### config.mk
export PLATFORM = sky130hd
export DESIGN_NAME = mprj_io_cfg_loader_flat
export DESIGN_NICKNAME = d
export VERILOG_FILES = /design/src/rtl/mprj_io_cfg_loader_if.sv /design/src/rtl/mprj_io_cfg_loader.sv /design/src/flat_wrapper.sv
export SDC_FILE = /design/constraint.sdc
export NUM_CORES = 1
export LEC_CHECK = 0
export BUFFER_PORTS_ARGS = -buffer_cell sky130_fd_sc_hd__buf_2
export CAP_MARGIN = 10
export CORE_MARGIN = 2
export CORE_UTILIZATION = 40
export CTS_CLUSTER_SIZE = 12
export DETAILED_ROUTE_END_ITERATION = 16
export PLACE_DENSITY_LB_ADDON = 0.12
export RECOVER_POWER = 100
export SLEW_MARGIN = 20
export SYNTH_ARGS = -nofsm -noshare
export SYNTH_HDL_FRONTEND = slang
export SYNTH_SLANG_ARGS = --single-unit
### constraint.sdc
create_clock -name wb_clk_i -period 1.6 [get_ports wb_clk_i]
set_input_delay 0.08 -clock wb_clk_i [delete_from_list [all_inputs] [get_ports wb_clk_i]]
set_output_delay 0.08 -clock wb_clk_i [all_outputs]
set_load 0.1 [all_outputs]
### src/rtl/mprj_io_cfg_loader_if.sv
// Configuration-store read port: the loader issues cfg_rd/cfg_addr and the
// store returns cfg_rdata one cycle later.
interface mprj_io_cfg_loader_if #(
  parameter int NUM_PADS = 27,
  parameter int CFG_BITS = 13
);
  localparam int ADDR_W = (NUM_PADS > 1) ? $clog2(NUM_PADS) : 1;

  logic              cfg_rd;
  logic [ADDR_W-1:0] cfg_addr;
  logic [CFG_BITS-1:0] cfg_rdata;

  modport master (output cfg_rd, output cfg_addr, input cfg_rdata);
  modport slave  (input cfg_rd, input cfg_addr, output cfg_rdata);
endinterface

### src/rtl/mprj_io_cfg_loader.sv
// Reads one config word per pad (farthest pad first) and shifts it MSB-first
// into the pad chain, then pulses serial_load to transfer the whole chain.
module mprj_io_cfg_loader #(
  parameter int NUM_PADS = 27,
  parameter int CFG_BITS = 13,
  parameter int CLK_DIV  = 2
) (
  input  logic wb_clk_i,
  input  logic wb_rst_i,
  input  logic start,
  input  logic abort,
  mprj_io_cfg_loader_if.master cfg,
  output logic serial_clock,
  output logic serial_data,
  output logic serial_load,
  output logic busy,
  output logic done,
  output logic aborted
);
  localparam int PAD_W = (NUM_PADS > 1) ? $clog2(NUM_PADS) : 1;
  localparam int BIT_W = $clog2(CFG_BITS + 1);
  localparam int DIV_W = $clog2(2 * CLK_DIV);

  localparam logic [PAD_W-1:0] PAD_LAST  = PAD_W'(NUM_PADS - 1);
  localparam logic [BIT_W-1:0] BITS_INIT = BIT_W'(CFG_BITS);
  localparam logic [DIV_W-1:0] DIV_LAST  = DIV_W'(2 * CLK_DIV - 1);
  localparam logic [DIV_W-1:0] DIV_HALF  = DIV_W'(CLK_DIV);

  localparam logic [2:0] S_IDLE    = 3'd0;
  localparam logic [2:0] S_FETCH   = 3'd1;
  localparam logic [2:0] S_CAPTURE = 3'd2;
  localparam logic [2:0] S_SHIFT   = 3'd3;
  localparam logic [2:0] S_LOAD    = 3'd4;
  localparam logic [2:0] S_FINISH  = 3'd5;

  logic [2:0]          state_q, state_d;
  logic [PAD_W-1:0]    pad_q, pad_d;
  logic [BIT_W-1:0]    bits_q, bits_d;
  logic [DIV_W-1:0]    div_q, div_d;
  logic [CFG_BITS-1:0] sreg_q, sreg_d;

  logic             busy_q, busy_d, done_q, done_d, aborted_q, aborted_d;
  logic             cfg_rd_q, cfg_rd_d;
  logic [PAD_W-1:0] cfg_addr_q, cfg_addr_d;
  logic             sclk_q, sclk_d, sdata_q, sdata_d, sload_q, sload_d;

  always_comb begin
    state_d   = state_q;
    pad_d     = pad_q;
    bits_d    = bits_q;
    div_d     = div_q;
    sreg_d    = sreg_q;
    aborted_d = 1'b0;

    case (state_q)
      S_IDLE: if (start) begin
        state_d = S_FETCH;
        pad_d   = PAD_LAST;
      end
      S_FETCH: state_d = S_CAPTURE;
      S_CAPTURE: begin
        sreg_d  = cfg.cfg_rdata;
        bits_d  = BITS_INIT;
        div_d   = '0;
        state_d = S_SHIFT;
      end
      S_SHIFT: begin
        if (div_q == DIV_LAST) begin
          div_d  = '0;
          sreg_d = sreg_q << 1;
          bits_d = bits_q - BIT_W'(1);
          if (bits_q == BIT_W'(1)) begin
            if (pad_q != '0) begin
              pad_d   = pad_q - PAD_W'(1);
              state_d = S_FETCH;
            end else begin
              state_d = S_LOAD;
            end
          end
        end else begin
          div_d = div_q + DIV_W'(1);
        end
      end
      S_LOAD: begin
        if (div_q == DIV_LAST) begin
          div_d   = '0;
          state_d = S_FINISH;
        end else begin
          div_d = div_q + DIV_W'(1);
        end
      end
      S_FINISH: state_d = S_IDLE;
      default:  state_d = S_IDLE;
    endcase

    if (abort && state_q != S_IDLE) begin
      state_d   = S_IDLE;
      pad_d     = '0;
      bits_d    = '0;
      div_d     = '0;
      sreg_d    = '0;
      aborted_d = 1'b1;
    end

    // Outputs are decoded from next-state values so each flop lines up with its state.
    busy_d     = (state_d != S_IDLE);
    done_d     = (state_d == S_FINISH);
    cfg_rd_d   = (state_d == S_FETCH);
    cfg_addr_d = pad_d;
    sclk_d     = (state_d == S_SHIFT) && (div_d >= DIV_HALF);
    sdata_d    = (state_d == S_SHIFT) && sreg_d[CFG_BITS-1];
    sload_d    = (state_d == S_LOAD);
  end

  always_ff @(posedge wb_clk_i) begin
    if (wb_rst_i) begin
      state_q    <= S_IDLE;
      pad_q      <= '0;
      bits_q     <= '0;
      div_q      <= '0;
      sreg_q     <= '0;
      busy_q     <= 1'b0;
      done_q     <= 1'b0;
      aborted_q  <= 1'b0;
      cfg_rd_q   <= 1'b0;
      cfg_addr_q <= '0;
      sclk_q     <= 1'b0;
      sdata_q    <= 1'b0;
      sload_q    <= 1'b0;
    end else begin
      state_q    <= state_d;
      pad_q      <= pad_d;
      bits_q     <= bits_d;
      div_q      <= div_d;
      sreg_q     <= sreg_d;
      busy_q     <= busy_d;
      done_q     <= done_d;
      aborted_q  <= aborted_d;
      cfg_rd_q   <= cfg_rd_d;
      cfg_addr_q <= cfg_addr_d;
      sclk_q     <= sclk_d;
      sdata_q    <= sdata_d;
      sload_q    <= sload_d;
    end
  end

  assign cfg.cfg_rd   = cfg_rd_q;
  assign cfg.cfg_addr = cfg_addr_q;
  assign serial_clock = sclk_q;
  assign serial_data  = sdata_q;
  assign serial_load  = sload_q;
  assign busy         = busy_q;
  assign done         = done_q;
  assign aborted      = aborted_q;
endmodule
### src/flat_wrapper.sv
// flat-port wrapper written by rule: the top's interface ports become plain ports
module mprj_io_cfg_loader_flat 
#(
  parameter int NUM_PADS = 27,
  parameter int CFG_BITS = 13,
  parameter int CLK_DIV  = 2
)
  (wb_clk_i, wb_rst_i, start, abort, serial_clock, serial_data, serial_load, busy, done, aborted, cfg_cfg_rd, cfg_cfg_addr, cfg_cfg_rdata);
  mprj_io_cfg_loader_if #(.NUM_PADS(NUM_PADS), .CFG_BITS(CFG_BITS)) cfg_i ();
  input  logic wb_clk_i;
  input  logic wb_rst_i;
  input  logic start;
  input  logic abort;
  output logic serial_clock;
  output logic serial_data;
  output logic serial_load;
  output logic busy;
  output logic done;
  output logic aborted;
  output wire logic [$bits(cfg_i.cfg_rd)-1:0] cfg_cfg_rd;
  output wire logic [$bits(cfg_i.cfg_addr)-1:0] cfg_cfg_addr;
  input wire logic [$bits(cfg_i.cfg_rdata)-1:0] cfg_cfg_rdata;
  assign cfg_cfg_rd = cfg_i.cfg_rd;
  assign cfg_cfg_addr = cfg_i.cfg_addr;
  assign cfg_i.cfg_rdata = cfg_cfg_rdata;
  mprj_io_cfg_loader #(.NUM_PADS(NUM_PADS), .CFG_BITS(CFG_BITS), .CLK_DIV(CLK_DIV)) u_core (.wb_clk_i(wb_clk_i), .wb_rst_i(wb_rst_i), .start(start), .abort(abort), .cfg(cfg_i), .serial_clock(serial_clock), .serial_data(serial_data), .serial_load(serial_load), .busy(busy), .done(done), .aborted(aborted));
endmodule
==> summary.md, run 1 <==
| Metric | Value |
|---|---|
| Tightest Pin Transition | `0.5455 ns` |
| CTS tree | `done` |
| Synth Area in Simple Gates | `0.2625` |
| Synth area leaders | `dfxtp_1 42%, a221oi_1 5.9%, nor3_1 4.9%` |
| Final setup violating endpoints | `10` |
| Std-Cell Rows | `23` |
| Die ar. | `4589 um2` |
| Path type of the worst min-delay path | `primary input to register` |
| Grt total ovfl | `0` |
| Clock-pin slew on the worst setup and hold paths | `0.07 ns` |
| Largest family of logic cells by synthesized area | `simple AND/OR/NAND/NOR gates` |
| TritonRoute pass-1 iters | `4` |
| CP max stage cell | `or4b_4` |
| Post-layout instance area | `2177 um2` |
| Wirelength, routed | `4.112 mm` |
| Synth Warn # | `0` |
| Endpoints failing hold | `0` |
| I/O Pins | `29` |
| Pins over their slew limit | `0` |
| Hpwl dp | `2.873 mm` |
| Die X | `67.75 um` |
| Run status | `finished with violations` |
| Fillers | `360` |
| Most frequent cells in the layout | `25 x dfxtp_1, 23 x buf_4, 20 x nor2_1, 18 x buf_2, 14 x nor3_1` |
| Placement Cell Area | `1977 um2` |
| CTS Buf Count | `5` |
| DR vias/cell | `5.514` |
| Mux cell area share after synthesis | `0.006159` |
| Clock Tree Root | `clkbuf_8` |
| Startpoint types | `register` |
| Worst skew pair latency | `0.28 ns` |
| CP max FO | `4` |
| # DRC | `0` |
| Routed vias | `1544` |
| Crit path DAT | `1.86 ns` |
| Post-Syn Area per Cell | `9.029 um2` |
| Number of buffers added on ports | `28` |
| Synthesis-to-finish area growth | `33.95%` |
| Final Core Density | `0.5522` |
| Post-synth top area cell | `dfxtp_1` |
| Synth Flop Type | `dfxtp_1` |
| Placed insts | `269` |
| Slowest Stage Delay on Critical Path | `0.50 ns` |
| CTS Sinks | `34` |
| Cell chain of the critical path | `inv_4, ha_4, or4b_4, a31oi_4, o21ai_2, a211oi_2` |
| RSZ-0062 raised after global routing | `yes` |
| Routability congestion estimate | `0.8645` |
| Synth top area share | `0.4188` |
| Req. time, crit path | `1.80 ns` |
| Power per cell area | `894.6 nW/um2` |
| Final Total Pwr | `1.948 mW` |
| Mapped cell area | `1625 um2` |
| Final setup skew | `0.007319 ns` |
| Area fraction in compound gates after synthesis | `0.1940` |
| GR Util All Layers | `0.1900` |
| Net Count, Synth | `202` |
| Die span in y | `67.75 um` |
| Leakage | `0.8966 nW` |
| Hold bufs inserted after CTS | `0` |
| Antenna violations before repair | `0` |
| CTS Buffer Depth | `2` |
| Wire per inst | `14.69 um` |
| Final period util | `1.035` |
| H-Tree Depth | `2` |
| Max-cap viol count | `0` |
| Failing checks | `negative setup slack` |
| Family with the most delay on the worst path | `compound AO/OA/AOI/OAI gates` |
| Crit end category | `register` |
| Post-route insts no fill | `280` |
| Post-synth cell types | `49` |
| Worst path bufs/invs | `1` |
| Worst setup margin | `-0.05637 ns` |
| Post-synthesis sequential area ratio | `0.4188` |
| Xor/xnor share of the synthesized area | `0.02156` |
| Nets | `253` |
| Core ar. | `3943 um2` |
| Most common cell after layout, fill and taps aside | `dfxtp_1` |
| Initial Utilization | `0.4123` |
| First-pass GRT wire length | `6.506 mm` |
| Gate Count Post-Synth | `180` |
| Synthesized flop and latch total | `34` |
| Share of cells above drive strength 1 | `0.4130` |
| Largest net degree at the start of global routing | `18` |
| DRT iter0 DRCs | `86` |
| Antenna viol nets, final | `0` |
| Async set-reset flop share out of synthesis | `0` |
| # diodes | `0` |
| Normalized max-slew margin | `0.6379` |
| EDFF count, synth | `0` |
| Number of global-route vias before repair | `1483` |
| Minimum clock period | `1.656 ns` |
| Fmax | `603.7 MHz` |
| Synth Area in Adders | `0.03849` |
| Crit path kind | `register to register` |
| Max VDD drop | `480.5 uV` |
-- synth_stat cells, drive strengths merged, types with 2 or more instances --
cell,count
dfxtp,34
nor2,21
nor3,16
a221oi,11
a21oi,8
inv,8
buf,7
nand2,6
clkbuf,5
ha,5
a211oi,4
nor3b,4
o21ai,4
xor2,4
a31oi,3
nand2b,3
nand3,3
nand4,3
nor2b,3
nor4b,3
a21bo,2
and3,2
-- flip-flops by register name (all words and copies together) (netlist names) --
register             flops
u_core.sreg_q           13
u_core.cfg.cfg_addr      5
u_core.bits_q            4
u_core.state_q           3
u_core.div_q             2
u_core.aborted           1
u_core.busy              1
u_core.cfg.cfg_rd        1
u_core.done              1
u_core.serial_clock      1
u_core.serial_data       1
u_core.serial_load       1
-- kinds of logic after synthesis --
group / Yosys count
simple gates: 75
compound gates: 41
xor+xnor: 4
buf+inv: 20
flops: 34
fa+ha+maj: 5
mux: 1
-- cell type report --
| cell class | count | area (um2) | area share |
|---|---|---|---|
| Clock buffer | 6 | 82.58 | 0.03793 |
| Inverter | 8 | 35.03 | 0.01609 |
| Multi-Input combinational cell | 126 | 935.9 | 0.4299 |
| Sequential cell | 34 | 696.9 | 0.3201 |
| Tap cell | 50 | 62.56 | 0.02874 |
| Timing Repair Buffer | 56 | 364.1 | 0.1672 |
-- metrics by stage --
stage          setup slack [ns]  TNS [ns]  hold slack, ns
2_1_floorplan           -0.1224   -0.1748          0.1494
3_3_place_gp           -0.01323  -0.01323          0.3222
3_5_place_dp           -0.06932   -0.1378          0.3288
4_1_cts                -0.01048  -0.02469         0.01755
5_1_grt                 -0.1235    -1.687         0.05100
6_report               -0.05637   -0.1886         0.04265
-- layer usage --
metal / GRT usage / up-vias / share of wire
li1: - / 764 / -
met1: 0.2429 / 748 / 0.47
met2: 0.2978 / 28 / 0.48
met3: 0.05000 / 4 / 0.038
met4: 0.08673 / 0 / 0.010
met5: 0 / - / 0
-- worst paths after layout --
path                                       startpoint                                  end  slack [ns]  cells after the start
setup / recovery  u_core.cfg.cfg_addr[1]$_SDFFE_PP0P_  u_core.cfg.cfg_addr[2]$_SDFFE_PP0P_       -0.06                      6
hold reg to reg         u_core.sreg_q[7]$_SDFFE_PP0P_        u_core.sreg_q[7]$_SDFFE_PP0P_        0.50                      2
setup reg to reg  u_core.cfg.cfg_addr[1]$_SDFFE_PP0P_  u_core.cfg.cfg_addr[2]$_SDFFE_PP0P_       -0.06                      6
hold / removal                               wb_rst_i         u_core.state_q[0]$_SDFF_PP0_        0.04                      2
-- what timing repair did --
item	CTS	global route
gates cloned	0	1
setup buffers	1	3
setup endpoints to repair	13	23
pin swaps	2	8
resized for setup	7	19
-- where the power goes --
group,switching (mW),total (mW),internal [mW]
clock network,0.295,0.626,0.332
logic,0.258,0.404,0.146
registers,0.0352,0.918,0.882
total,0.588,1.95,1.36
(Power assumes the default switching activity.)
==> run 2: changes to the inputs <==
CTS_BUF_LIST = sky130_fd_sc_hd__clkbuf_2   (was unset)
==> run 2 against run 1 <==
The run still ends with negative setup slack left; sequential power about the same; final area increased by 0.86%; sequential cell count unchanged; setup slack got worse by 0.0093 ns; highest routed layer unchanged.
==> summary.md, run 2 (same netlist as run 1, synthesis figures left out) <==
| Metric | Value |
|---|---|
| DR vias/cell | `5.444 (was 5.514)` |
| Nets | `259 (was 253)` |
| First-pass GRT wire length | `6.492 mm (was 6.506 mm)` |
| Antenna violations before repair | `0 (unchanged)` |
| # diodes | `0 (unchanged)` |
| CTS Sinks | `34 (unchanged)` |
| Final period util | `1.041 (was 1.035)` |
| Placement Cell Area | `1977 um2 (unchanged)` |
| Worst setup margin | `-0.06564 ns (was -0.05637 ns)` |
| Worst skew pair latency | `0.36 ns (was 0.28 ns)` |
| Routed vias | `1557 (was 1544)` |
| Die X | `67.75 um (unchanged)` |
| Max VDD drop | `448.2 uV (was 480.5 uV)` |
| H-Tree Depth | `2 (unchanged)` |
| Req. time, crit path | `1.89 ns (was 1.80 ns)` |
| Synthesis-to-finish area growth | `35.10% (was 33.95%)` |
| RSZ-0062 raised after global routing | `yes (unchanged)` |
| Tightest Pin Transition | `0.5456 ns (was 0.5455 ns)` |
| Max-cap viol count | `0 (unchanged)` |
| Crit path kind | `register to register (unchanged)` |
| Worst path bufs/invs | `1 (unchanged)` |
| Slowest Stage Delay on Critical Path | `0.49 ns (was 0.50 ns)` |
| Final setup skew | `0.01259 ns (was 0.007319 ns)` |
| Die span in y | `67.75 um (unchanged)` |
| Wire per inst | `14.00 um (was 14.69 um)` |
| Pre-CTS setup slack | `-0.06932 ns (unchanged)` |
| Normalized max-slew margin | `0.6378 (was 0.6379)` |
| Worst hold margin | `0.02229 ns (was 0.04265 ns)` |
| Routability congestion estimate | `0.8645 (unchanged)` |
| Number of buffers added on ports | `28 (unchanged)` |
| I/O Pins | `29 (unchanged)` |
| CP max stage cell | `or4b_4 (unchanged)` |
| Grt total ovfl | `0 (unchanged)` |
| Path type of the worst min-delay path | `primary input to register (unchanged)` |
| CTS Buffer Depth | `2 (unchanged)` |
| Std-Cell Rows | `23 (unchanged)` |
| Final setup violating endpoints | `4 (was 10)` |
| Failing checks | `negative setup slack (unchanged)` |
| Core ar. | `3943 um2 (unchanged)` |
| Endpoints failing hold | `0 (unchanged)` |
| DRT iter0 DRCs | `84 (was 86)` |
| Pins over their slew limit | `0 (unchanged)` |
| Minimum clock period | `1.666 ns (was 1.656 ns)` |
| Setup TNS | `-0.1557 ns (was -0.1886 ns)` |
| Die ar. | `4589 um2 (unchanged)` |
| Final Core Density | `0.5570 (was 0.5522)` |
| Leakage | `0.9096 nW (was 0.8966 nW)` |
| Most flop-heavy register | `u_core.sreg_q (unchanged)` |
| CTS Buf Count | `5 (unchanged)` |
| Fillers | `355 (was 360)` |
| # DRC | `0 (unchanged)` |
| CP max FO | `4 (unchanged)` |
| TritonRoute pass-1 iters | `6 (was 4)` |
| Family with the most delay on the worst path | `compound AO/OA/AOI/OAI gates (unchanged)` |
| Placed insts | `269 (unchanged)` |
| CTS tree | `done (unchanged)` |
| Most common cell after layout, fill and taps aside | `buf_4 (was dfxtp_1)` |
| Clock-pin slew on the worst setup and hold paths | `0.16 ns (was 0.07 ns)` |
| Crit path DAT | `1.96 ns (was 1.86 ns)` |
| Most frequent cells in the layout | `26 x buf_4, 24 x dfxtp_1, 20 x nor2_1, 17 x buf_2, 16 x clkbuf_2 (was 25 x dfxtp_1, 23 x buf_4, 20 x nor2_1, 18 x buf_2, 14 x nor3_1)` |
| Crit end category | `register (unchanged)` |
| Fmax | `600.4 MHz (was 603.7 MHz)` |
| Startpoint types | `register (unchanged)` |
| Hpwl dp | `2.873 mm (unchanged)` |
| Run status | `finished with violations (unchanged)` |
| Number of global-route vias before repair | `1451 (was 1483)` |
| GR Util All Layers | `0.1877 (was 0.1900)` |
| Post-layout instance area | `2196 um2 (was 2177 um2)` |
| Power per cell area | `770.5 nW/um2 (was 894.6 nW/um2)` |
| Largest net degree at the start of global routing | `18 (unchanged)` |
| Share of cells above drive strength 1 | `0.4110 (was 0.4130)` |
| Largest register FFs | `13 (unchanged)` |
| Antenna viol nets, final | `0 (unchanged)` |
| Cell chain of the critical path | `inv_4, ha_4, or4b_4, a31oi_4, o21ai_2, a211oi_2 (unchanged)` |
| Post-route insts no fill | `286 (was 280)` |
| Initial Utilization | `0.4123 (unchanged)` |
| Clock Tree Root | `clkbuf_2 (was clkbuf_8)` |
| Wirelength, routed | `4.005 mm (was 4.112 mm)` |
| Final Total Pwr | `1.692 mW (was 1.948 mW)` |
-- run 2: cell count changes in the layout (fill, tap and decap cells not counted), moves of 2 or more --
| cell | before | now |
|---|---|---|
| clkbuf_8 | 6 | 0 |
| dlygate4sd3_1 | 0 | 6 |
| clkbuf_2 | 11 | 16 |
| buf_4 | 23 | 26 |
| dfxtp_4 | 2 | 4 |
-- run 2: final timing paths --
check	cells after the start	to	startpoint	slack, ns
worst min-delay path	3	u_core.sreg_q[3]$_SDFFE_PP0P_	cfg_cfg_rdata[3]	0.02
worst max register to register	6	u_core.cfg.cfg_addr[2]$_SDFFE_PP0P_	u_core.cfg.cfg_addr[0]$_SDFFE_PP0P_	-0.07
worst min register to register	2	u_core.sreg_q[7]$_SDFFE_PP0P_	u_core.sreg_q[7]$_SDFFE_PP0P_	0.50
worst max-delay path	6	u_core.cfg.cfg_addr[2]$_SDFFE_PP0P_	u_core.cfg.cfg_addr[0]$_SDFFE_PP0P_	-0.07
-- run 2: worst reg2reg max path: stages (launching register included) --
cell,delay [ns]
dfxtp_4,0.38
inv_4,0.06
ha_4,0.12
or4b_4,0.49
a31oi_4,0.24
o21ai_2,0.08
a211oi_2,0.22
-- run 2: power by group --
group / switching (mW) / internal (mW)
Combinational: 0.259 / 0.159
Clock: 0.272 / 0.0869
Sequential: 0.0354 / 0.880
Total: 0.566 / 1.13
-- run 2: routing by layer --
layer  track usage  routed length, um
met1        0.2441               1882
met2        0.2929               1908
met3       0.05000                161
met4       0.07653                 52
met5             0                  0
-- run 2: final cells by class --
class                      count  area [um2]  area share
tap                           50       62.56     0.02849
inverter                       8       35.03     0.01595
multi-input combinational    126       939.7      0.4279
timing repair buffer          62       426.7      0.1943
clock buffer                   5       25.02     0.01140
clock inverter                 1       3.754    0.001709
sequential                    34       703.2      0.3202
-- run 2: timing repair --
action                                  in CTS  in global routing
hold buffers                                 6                  0
resized for setup                           12                 16
endpoints found under the setup margin      18                 20
pin swaps                                    4                 12
gates cloned                                 0                  0
endpoints found under the hold margin        9                  0
setup buffers                                1                  4
==> run 3: changes to the inputs <==
SKIP_LAST_GASP = 1   (was unset)
TNS_END_PERCENT = 10   (was unset)
==> run 3 against run 2 <==
The run still ends with negative setup slack left; setup slack got worse by 0.035 ns; clock power up 8.4%; routed wire length up 0.67%; count of clock-buffer cells in the layout grew 1; critical path depth is the same; final cell count increased by 0.70%; sequential cell count stayed put; final area is 0.11% higher; clock skew is 0.0039 ns higher; fmax fell by 2.0%.
==> summary.md, run 3 (same netlist as run 1, synthesis figures left out) <==
| Metric | Value |
|---|---|
| Clock-pin slew on the worst setup and hold paths | `0.17 ns (was 0.16 ns)` |
| I/O Pins | `29 (unchanged)` |
| RSZ-0062 raised after global routing | `yes (unchanged)` |
| Nets | `259 (unchanged)` |
| Failing checks | `negative setup slack (unchanged)` |
| CP max stage cell | `or4b_4 (unchanged)` |
| Met3 wire len | `128 um (was 161 um)` |
| Die X | `67.75 um (unchanged)` |
| Pre-CTS setup slack | `-0.07494 ns (was -0.06932 ns)` |
| Pins over their slew limit | `0 (unchanged)` |
| Run status | `finished with violations (unchanged)` |
| Grt total ovfl | `0 (unchanged)` |
| Final setup violating endpoints | `6 (was 4)` |
| Setup TNS | `-0.2884 ns (was -0.1557 ns)` |
| # diodes | `0 (unchanged)` |
| Die ar. | `4589 um2 (unchanged)` |
| Final period util | `1.063 (was 1.041)` |
| Antenna viol nets, final | `0 (unchanged)` |
| H-Tree Depth | `2 (unchanged)` |
| Req. time, crit path | `1.90 ns (was 1.89 ns)` |
| Final Total Pwr | `1.727 mW (was 1.692 mW)` |
| DR vias/cell | `5.330 (was 5.444)` |
| Max VDD drop | `519.8 uV (was 448.2 uV)` |
| Std-Cell Rows | `23 (unchanged)` |
| Slowest Stage Delay on Critical Path | `0.50 ns (was 0.49 ns)` |
| Crit path kind | `register to register (unchanged)` |
| Wire per inst | `14.00 um (about the same)` |
| CTS tree | `done (unchanged)` |
| Worst skew pair latency | `0.37 ns (was 0.36 ns)` |
| First-pass GRT wire length | `6.465 mm (was 6.492 mm)` |
| Most frequent cells in the layout | `23 x buf_4, 23 x dfxtp_1, 21 x nor2_1, 18 x clkbuf_2, 16 x buf_2 (was 26 x buf_4, 24 x dfxtp_1, 20 x nor2_1, 17 x buf_2, 16 x clkbuf_2)` |
| Power per cell area | `785.4 nW/um2 (was 770.5 nW/um2)` |
| Hpwl dp | `2.894 mm (was 2.873 mm)` |
| Endpoints failing hold | `0 (unchanged)` |
| Path type of the worst min-delay path | `primary input to register (unchanged)` |
| Max-cap viol count | `0 (unchanged)` |
| Crit path DAT | `2.00 ns (was 1.96 ns)` |
| Die span in y | `67.75 um (unchanged)` |
| Fmax | `588.1 MHz (was 600.4 MHz)` |
| Final Core Density | `0.5576 (was 0.5570)` |
| Cell chain of the critical path | `inv_4, ha_4, or4b_4, a31oi_4, o21ai_2, a211oi_2 (unchanged)` |
| Routability congestion estimate | `0.8644 (was 0.8645)` |
| Leakage | `0.9112 nW (was 0.9096 nW)` |
| TritonRoute pass-1 iters | `5 (was 6)` |
| DRT iter0 DRCs | `82 (was 84)` |
| Number of global-route vias before repair | `1472 (was 1451)` |
| CTS Buffer Depth | `2 (unchanged)` |
| Initial Utilization | `0.4123 (unchanged)` |
| CTS Buf Count | `5 (unchanged)` |
| Final setup skew | `0.01650 ns (was 0.01259 ns)` |
| Startpoint types | `register (unchanged)` |
| Routed vias | `1535 (was 1557)` |
| Largest register FFs | `13 (unchanged)` |
| Core ar. | `3943 um2 (unchanged)` |
| Normalized max-slew margin | `0.6389 (was 0.6378)` |
| Wl on met1 | `1.885 mm (was 1.882 mm)` |
| Share of cells above drive strength 1 | `0.3950 (was 0.4110)` |
| Tightest Pin Transition | `0.5439 ns (was 0.5456 ns)` |
| GR Util All Layers | `0.1875 (was 0.1877)` |
| Met2 wire length | `1.961 mm (was 1.908 mm)` |
| CTS Sinks | `34 (unchanged)` |
| # DRC | `0 (unchanged)` |
| Minimum clock period | `1.700 ns (was 1.666 ns)` |
| Worst setup margin | `-0.1003 ns (was -0.06564 ns)` |
| Number of buffers added on ports | `28 (unchanged)` |
| Clock Tree Root | `clkbuf_2 (unchanged)` |
| Largest net degree at the start of global routing | `18 (unchanged)` |
| Wirelength, routed | `4.032 mm (was 4.005 mm)` |
| Antenna violations before repair | `0 (unchanged)` |
| CP max FO | `4 (unchanged)` |
| Most flop-heavy register | `u_core.sreg_q (unchanged)` |
| Crit end category | `register (unchanged)` |
| Top layer in use | `met4 (unchanged)` |
| Synthesis-to-finish area growth | `35.26% (was 35.10%)` |
-- run 3: layout make-up --
| cell class | instances | area (um2) |
|---|---|---|
| clock inverters | 2 | 8.758 |
| well taps | 50 | 62.56 |
| multi-input cells | 126 | 927.1 |
| repair buffers | 62 | 435.4 |
| inverters | 8 | 35.03 |
| flip-flops and latches | 34 | 699.4 |
| clock buffers | 6 | 30.03 |
| fillers | 363 | 1744 |
-- run 3: path summary, 6_finish.rpt --
check | from | end | slack, ns | cells past startpoint
worst max-delay path | u_core.cfg.cfg_addr[1]$_SDFFE_PP0P_ | u_core.cfg.cfg_addr[2]$_SDFFE_PP0P_ | -0.10 | 6
worst min-delay path | cfg_cfg_rdata[8] | u_core.sreg_q[8]$_SDFFE_PP0P_ | 0.002 | 3
worst max register to register | u_core.cfg.cfg_addr[1]$_SDFFE_PP0P_ | u_core.cfg.cfg_addr[2]$_SDFFE_PP0P_ | -0.10 | 6
worst min register to register | u_core.sreg_q[11]$_SDFFE_PP0P_ | u_core.sreg_q[12]$_SDFF_PP0_ | 0.50 | 2
-- run 3: what timing repair did --
action / CTS / global route
hold buffers: 6 / 2
pin swaps: 0 / 6
hold endpoints to repair: 10 / 2
setup endpoints to repair: 12 / 27
buffers inserted: 0 / 3
cloned: 0 / 0
gates resized for setup: 1 / 23
-- run 3: metal layers --
layer / GRT usage / vias to the layer above
met5: 0 / -
met4: 0.08418 / 0
met3: 0.04500 / 6
met2: 0.2904 / 21
met1: 0.2454 / 729
li1: - / 779
-- run 3: worst max-delay path: cells and delay by family, from the launching register on --
| kind | cells | cell delay, ns |
|---|---|---|
| buffers and inverters | 1 | 0.06 |
| adder cells (fa/ha/maj) | 1 | 0.12 |
| flip-flops | 1 | 0.39 |
| AO/OA/AOI/OAI | 3 | 0.57 |
| AND/OR/NAND/NOR | 1 | 0.50 |
-- run 3: report_power, final --
| part | switching [mW] | leakage, nW | total, mW | internal (mW) |
|---|---|---|---|---|
| combinational | 0.259 | 0.599 | 0.420 | 0.160 |
| sequential | 0.0352 | 0.282 | 0.918 | 0.883 |
| clock | 0.281 | 0.0304 | 0.389 | 0.107 |
| total | 0.576 | 0.911 | 1.73 | 1.15 |
-- run 3: metrics by stage --
stage	cells	cell area (um2)	hold WS (ns)
3_3_place_gp	269	1977	0.3222
6_report	288	2198	0.001859
3_5_place_dp	269	1977	0.3301
5_1_grt	288	2198	0.001536
2_1_floorplan	180	1654	0.1494
4_1_cts	283	2082	0.0002177
